### src/rtl/sync_fifo_pkg.sv
// Shared definitions for the single-clock FIFO: read-mode encodings,
// count-width helper and a status bundle for monitors.
package sync_fifo_pkg;

    localparam int MODE_REG  = 0;
    localparam int MODE_FWFT = 1;

    // One extra bit so occupancy can represent DEPTH itself.
    function automatic int cnt_width(input int addr_bits);
        return addr_bits + 1;
    endfunction

    typedef struct packed {
        logic wfull;
        logic rempty;
        logic walmost_full;
        logic ralmost_empty;
        logic overflow;
        logic underflow;
    } fifo_status_t;

endpackage

### src/rtl/fifo_storage.sv
// Dual-port storage array: one gated write port, read port either
// combinational or registered (registered output resets to zero).
module fifo_storage #(
    parameter int DW     = 8,
    parameter int AW     = 4,
    parameter bit REG_RD = 1'b1
) (
    input  logic          i_clk,
    input  logic          i_rst_n,
    input  logic          i_we,
    input  logic [AW-1:0] i_waddr,
    input  logic [DW-1:0] i_wdata,
    input  logic          i_re,
    input  logic [AW-1:0] i_raddr,
    output logic [DW-1:0] o_rdata
);

    logic [DW-1:0] r_mem [0:(1<<AW)-1];

    always_ff @(posedge i_clk) begin
        if (i_we) begin
            r_mem[i_waddr] <= i_wdata;
        end
    end

    if (REG_RD) begin : g_reg
        logic [DW-1:0] r_rdata;

        always_ff @(posedge i_clk) begin
            if (!i_rst_n) begin
                r_rdata <= '0;
            end else if (i_re) begin
                r_rdata <= r_mem[i_raddr];
            end
        end

        assign o_rdata = r_rdata;
    end else begin : g_comb
        logic w_unused;
        assign w_unused = &{1'b0, i_re, i_rst_n};
        assign o_rdata  = r_mem[i_raddr];
    end

endmodule

### src/rtl/sync_fifo_mem.sv
// Single-clock FIFO with registered or first-word-fall-through read,
// occupancy/threshold flags and sticky overflow/underflow errors.
module sync_fifo_mem
    import sync_fifo_pkg::*;
#(
    parameter int DSIZE         = 8,
    parameter int ADDRESS_SIZE  = 4,
    parameter int FWFT          = 0,
    parameter int AFULL_THRESH  = (1 << ADDRESS_SIZE) - 2,
    parameter int AEMPTY_THRESH = 2
) (
    input  logic                    wclk,
    input  logic                    wrst_n,
    input  logic                    winc,
    input  logic [DSIZE-1:0]        wdata,
    input  logic                    rinc,
    output logic [DSIZE-1:0]        rdata,
    output logic                    rvalid,
    output logic                    wfull,
    output logic                    rempty,
    output logic                    walmost_full,
    output logic                    ralmost_empty,
    output logic [ADDRESS_SIZE:0]   count,
    output logic                    overflow,
    output logic                    underflow,
    input  logic                    clr_err
);

    localparam int DEPTH = 1 << ADDRESS_SIZE;
    localparam int CW    = cnt_width(ADDRESS_SIZE);
    localparam logic [CW-1:0] LP_DEPTH  = CW'(DEPTH);
    localparam logic [CW-1:0] LP_AFULL  = CW'(AFULL_THRESH);
    localparam logic [CW-1:0] LP_AEMPTY = CW'(AEMPTY_THRESH);

    if (ADDRESS_SIZE < 1) begin : g_bad_aw
        $error("sync_fifo_mem: ADDRESS_SIZE must be >= 1");
    end
    if (DSIZE < 1) begin : g_bad_dw
        $error("sync_fifo_mem: DSIZE must be >= 1");
    end
    if (FWFT != MODE_REG && FWFT != MODE_FWFT) begin : g_bad_mode
        $error("sync_fifo_mem: FWFT must be 0 or 1");
    end
    if (AFULL_THRESH < 1 || AFULL_THRESH > DEPTH) begin : g_bad_afull
        $error("sync_fifo_mem: AFULL_THRESH out of range 1..DEPTH");
    end
    if (AEMPTY_THRESH < 0 || AEMPTY_THRESH > DEPTH - 1) begin : g_bad_aempty
        $error("sync_fifo_mem: AEMPTY_THRESH out of range 0..DEPTH-1");
    end

    logic [CW-1:0]    r_wptr;
    logic [CW-1:0]    r_rptr;
    logic [CW-1:0]    w_count;
    logic             w_full;
    logic             w_empty;
    logic             w_wr_acc;
    logic             w_rd_acc;
    logic             r_overflow;
    logic             r_underflow;
    logic [DSIZE-1:0] w_mem_rdata;

    // Binary pointers carry a wrap bit, so plain subtraction gives 0..DEPTH.
    assign w_count  = r_wptr - r_rptr;
    assign w_full   = (w_count == LP_DEPTH);
    assign w_empty  = (w_count == '0);
    assign w_wr_acc = winc && !w_full;
    assign w_rd_acc = rinc && !w_empty;

    always_ff @(posedge wclk) begin
        if (!wrst_n) begin
            r_wptr      <= '0;
            r_rptr      <= '0;
            r_overflow  <= 1'b0;
            r_underflow <= 1'b0;
        end else begin
            if (w_wr_acc) begin
                r_wptr <= r_wptr + CW'(1);
            end
            if (w_rd_acc) begin
                r_rptr <= r_rptr + CW'(1);
            end
            r_overflow  <= (winc && w_full)  || (r_overflow  && !clr_err);
            r_underflow <= (rinc && w_empty) || (r_underflow && !clr_err);
        end
    end

    fifo_storage #(
        .DW     (DSIZE),
        .AW     (ADDRESS_SIZE),
        .REG_RD (FWFT == MODE_REG)
    ) u_storage (
        .i_clk   (wclk),
        .i_rst_n (wrst_n),
        .i_we    (w_wr_acc && wrst_n),
        .i_waddr (r_wptr[ADDRESS_SIZE-1:0]),
        .i_wdata (wdata),
        .i_re    (w_rd_acc),
        .i_raddr (r_rptr[ADDRESS_SIZE-1:0]),
        .o_rdata (w_mem_rdata)
    );

    if (FWFT == MODE_FWFT) begin : g_fwft
        // Mask stale array contents so an empty FIFO presents zero.
        assign rdata  = w_empty ? '0 : w_mem_rdata;
        assign rvalid = !w_empty;
    end else begin : g_regrd
        logic r_rvalid;

        always_ff @(posedge wclk) begin
            if (!wrst_n) begin
                r_rvalid <= 1'b0;
            end else begin
                r_rvalid <= w_rd_acc;
            end
        end

        assign rdata  = w_mem_rdata;
        assign rvalid = r_rvalid;
    end

    assign wfull         = w_full;
    assign rempty        = w_empty;
    assign walmost_full  = (w_count >= LP_AFULL);
    assign ralmost_empty = (w_count <= LP_AEMPTY);
    assign count         = w_count;
    assign overflow      = r_overflow;
    assign underflow     = r_underflow;

endmodule

### config.mk
export PLATFORM = sky130hd
export DESIGN_NAME = sync_fifo_mem
export DESIGN_NICKNAME = d
export VERILOG_FILES = /design/src/rtl/sync_fifo_pkg.sv /design/src/rtl/fifo_storage.sv /design/src/rtl/sync_fifo_mem.sv
export SDC_FILE = /design/constraint.sdc
export NUM_CORES = 1
export LEC_CHECK = 0
export CORE_MARGIN = 8
export CORE_UTILIZATION = 52
export CTS_CLUSTER_DIAMETER = 40
export DETAILED_ROUTE_END_ITERATION = 8
export HOLD_SLACK_MARGIN = 0.06
export PLACE_DENSITY = 0.83
export SLEW_MARGIN = 20
export SYNTH_ARGS = -nofsm -noshare
export SYNTH_HDL_FRONTEND = slang
export SYNTH_SLANG_ARGS = --single-unit
### constraint.sdc
create_clock -name wclk -period 3.2 [get_ports wclk]
set_input_delay 0.96 -clock wclk [delete_from_list [all_inputs] [get_ports wclk]]
set_output_delay 0.96 -clock wclk [all_outputs]
set_load 0.01 [all_outputs]
==> results.py <==
metrics = {
    "outcome": {
        "outcome": "complete, but fails checks",
        "violations": "negative setup slack",
    },
    "power_and_ir_drop": {
        "p_leak_nw": 2.52,
        "switching_share_pct": 32.1,
        "switchingPower_mw": 1.98,
        "finalPower_mw": 6.17,
        "seq_power_share_pct": 36.7,
        "p_comb_share_pct": 33.8,
        "internal_power_mw": 4.19,
        "p_per_area_nw_per_um2": 814,
        "clock_power_share_pct": 29.6,
        "irDropWorstVdd_mv": 0.525,
    },
    "cts": {
        "cts_tree": "built",
        "cts.sinks": 149,
        "htreeDepth": 4,
        "cts_root_buffer": "clkbuf_16",
        "clkTransAtPathRegs_ns": 0.06,
        "cts_hold_buf": 0,
        "insertion_delay_ns": 0.41,
        "clockBufferDepth": 2,
        "cts_buffers": 17,
    },
    "floorplan": {
        "die_area_um2": 15700,
        "core_um2": 11800,
        "start_util_pct": 52.4,
        "io_pins": 33,
        "rows": 40,
        "die_h_um": 125,
        "fp.dieW_um": 125,
    },
    "synth": {
        "synthArstFlopShare_pct": 0,
        "yosysTopAreaCell": "edfxtp_1",
        "synth_area_leaders": "edfxtp_1 (62%), mux4_2 (11%), dfxtp_1 (6.8%), nand2_1 (2.0%), mux2i_1 (1.9%)",
        "syn_inst": 374,
        "syn-mean-instance-area_um2": 16.5,
        "synth_most_common_cell": "edfxtp_1",
        "synth_seq_cells": 149,
        "ys_warn_count": 0,
        "synth.distinct_cells": 43,
        "ys_top_cells_by_count": "edfxtp_1 (128), nand2_1 (33), mux4_2 (31)",
        "synth_seq_area_share_pct": 68.9,
        "synthFlopType": "edfxtp_1",
        "synth_edf_count": 128,
        "synth_top_area_share_pct": 62.1,
        "syn_area_um2": 6190,
        "synth_nets": 397,
    },
    "global_route": {
        "antenna_found_initial": 0,
        "globalRouteMet1Util_pct": 21.7,
        "track_usage_pct": 18.4,
        "overflow": 0,
        "gr-max-usage-layer": "met2",
        "grt_max_degree": 38,
        "use_met2_pct": 32.2,
        "grt_pass1_wl_mm": 21.7,
        "grt_pass1_vias": 3889,
        "grt_use_met3_pct": 3.82,
    },
    "route": {
        "ant_nets": 0,
        "drc_errors": 0,
        "wl_per_cell_um": 23.3,
        "drt_pass1_iterations": 5,
        "drt_iter0_drc": 315,
        "wl_mm": 14.1,
        "via_per_inst": 6.21,
        "vias": 3761,
    },
    "sta": {
        "setup_viol": 4,
        "hold_viol": 0,
        "rsz0062_at_grt": "true",
        "relSlewSlack_pct": 54.2,
        "fmax_ghz": 0.306,
        "drv_slew": 0,
        "clock_skew_ns": 0.00539,
        "fin_tns_setup_ns": -0.0984,
        "worst_pin_slew_ns": 0.688,
        "timing.final.crit_share_pct": 102,
        "final.min_clock_period_ns": 3.27,
        "fin_ws_ns": -0.0668,
    },
    "worst_setup_path": {
        "crit_type": "reg2out",
        "worst-path-max-fanout": 4,
        "end_kind": "output port",
        "reg2reg_from": "r_wptr[0]",
        "crit_path_start": "r_wptr[0]",
        "worstPathCellList": "inv_2 > ha_4 > fa_2 > nand2b_4 > a21oi_4 > xor2_2 > inv_2 > buf_6 > a31o_4 > buf_6",
        "slowest_delay_ns": 0.35,
        "slowest_stage": "fa_2",
        "arrival_ns": 2.31,
        "cp.required_ns": 2.24,
        "start_kind": "flop",
    },
    "hold_path": {
        "hp-class": "reg2reg",
        "min-delay-start": "u_storage.o_rdata[0]",
    },
    "layout": {
        "register_area_um2": 4270,
        "num-nets-final": 469,
        "multi_input_area_um2": 1910,
        "antenna_cells": 0,
        "fill_cells": 762,
        "area.growth.synth_to_final_pct": 22.5,
        "instances_no_fill": 606,
        "layout-drive-gt1-share_pct": 29.8,
    },
    "run": {
        "drv_cap": 0,
    },
    "placement": {
        "gp_congestion": 0.836,
        "dp_cells": 569,
        "dp_hpwl_mm": 8.57,
        "numPortBuffers": 32,
    },
}
[cell usage in the layout, fill, tap and decap left out, drive strengths merged, types with 6 or more instances in the layout]
cell and instances:
buf 48, dfxtp 21, mux4 31, o22ai 14, nand2b 7, nor4 10, edfxtp 128, o211ai 12
mux2i 12, nor2 13, clkdlybuf4s50 25, inv 17, or3 7, ha 9, nand2 33, a21oi 6
clkbuf 17
[worst max-delay path, delay by kind of cell, from the launching register on]
| kind | cells | cell delay [ns] |
|---|---|---|
| xor+xnor | 1 | 0.19 |
| compound gates | 2 | 0.34 |
| simple gates | 1 | 0.16 |
| flops | 1 | 0.34 |
| buf+inv | 4 | 0.38 |
| fa+ha+maj | 2 | 0.50 |
[per-layer routing]
metal	share of wire, %	wire (um)	up-vias
li1	-	-	1633
met1	39	5460	1902
met2	54	7600	195
met3	5.6	799	31
met4	2.0	279	0
met5	0	0	-
[cell type report]
cell class	count	area share [%]
Clock inverter	15	1.58
Inverter	10	0.495
Clock buffer	17	5.61
Sequential cell	149	56.3
Multi-Input combinational cell	192	25.2
Timing Repair Buffer	76	8.45
Tap cell	147	2.43
[registers in the layout (all words and copies together), names as in the netlist]
signal	count
underflow	1
overflow	1
rvalid	1
u_storage.o_rdata	8
u_storage.r_mem	128
r_rptr	5
r_wptr	5
[power groups by stage]
stage               clock network, mW  logic (mW)  registers (mW)
finish                           1.82        2.08            2.26
global placement                    0        1.79            2.29
floorplan                           0        1.07            2.31
CTS                              1.84        2.05            2.26
detailed placement                  0        1.87            2.30
global route                     1.92        2.21            2.27
[cells by family after synthesis]
kind of cell | count (synthesis) | share of synthesized area [%]
buffers and inverters | 33 | 2.24
flip-flops | 149 | 68.9
AO/OA/AOI/OAI | 44 | 4.99
adder cells (fa/ha/maj) | 10 | 2.14
multiplexers | 45 | 13.6
XOR/XNOR | 4 | 0.809
AND/OR/NAND/NOR | 89 | 7.34
[what timing repair did]
item,in CTS,in global routing
pin swaps,6,4
buffers inserted,3,3
endpoints found under the setup margin,8,23
resized for setup,39,3
[path summary, 6_finish.rpt]
path / endpoint / slack, ns / depth (start not counted)
max reg2reg: u_storage.r_mem[6][7] / 0.12 / 12
max: walmost_full / -0.07 / 10
min: u_storage.o_rdata[0] / 0.48 / 2
min reg2reg: u_storage.o_rdata[0] / 0.48 / 2
[stage by stage]
stage          hold slack (ns)  cell area (um2)  setup WS, ns  utilization [%]
3_5_place_dp             0.478             6890        -0.282             58.4
2_1_floorplan            0.454             6190        -0.252                -
6_report                 0.485             7580       -0.0668             64.2
5_1_grt                  0.495             7580        -0.129             64.2
3_3_place_gp             0.464             6890        -0.168             58.4
4_1_cts                  0.488             7550        -0.108             63.9
(Power assumes the default switching activity.)
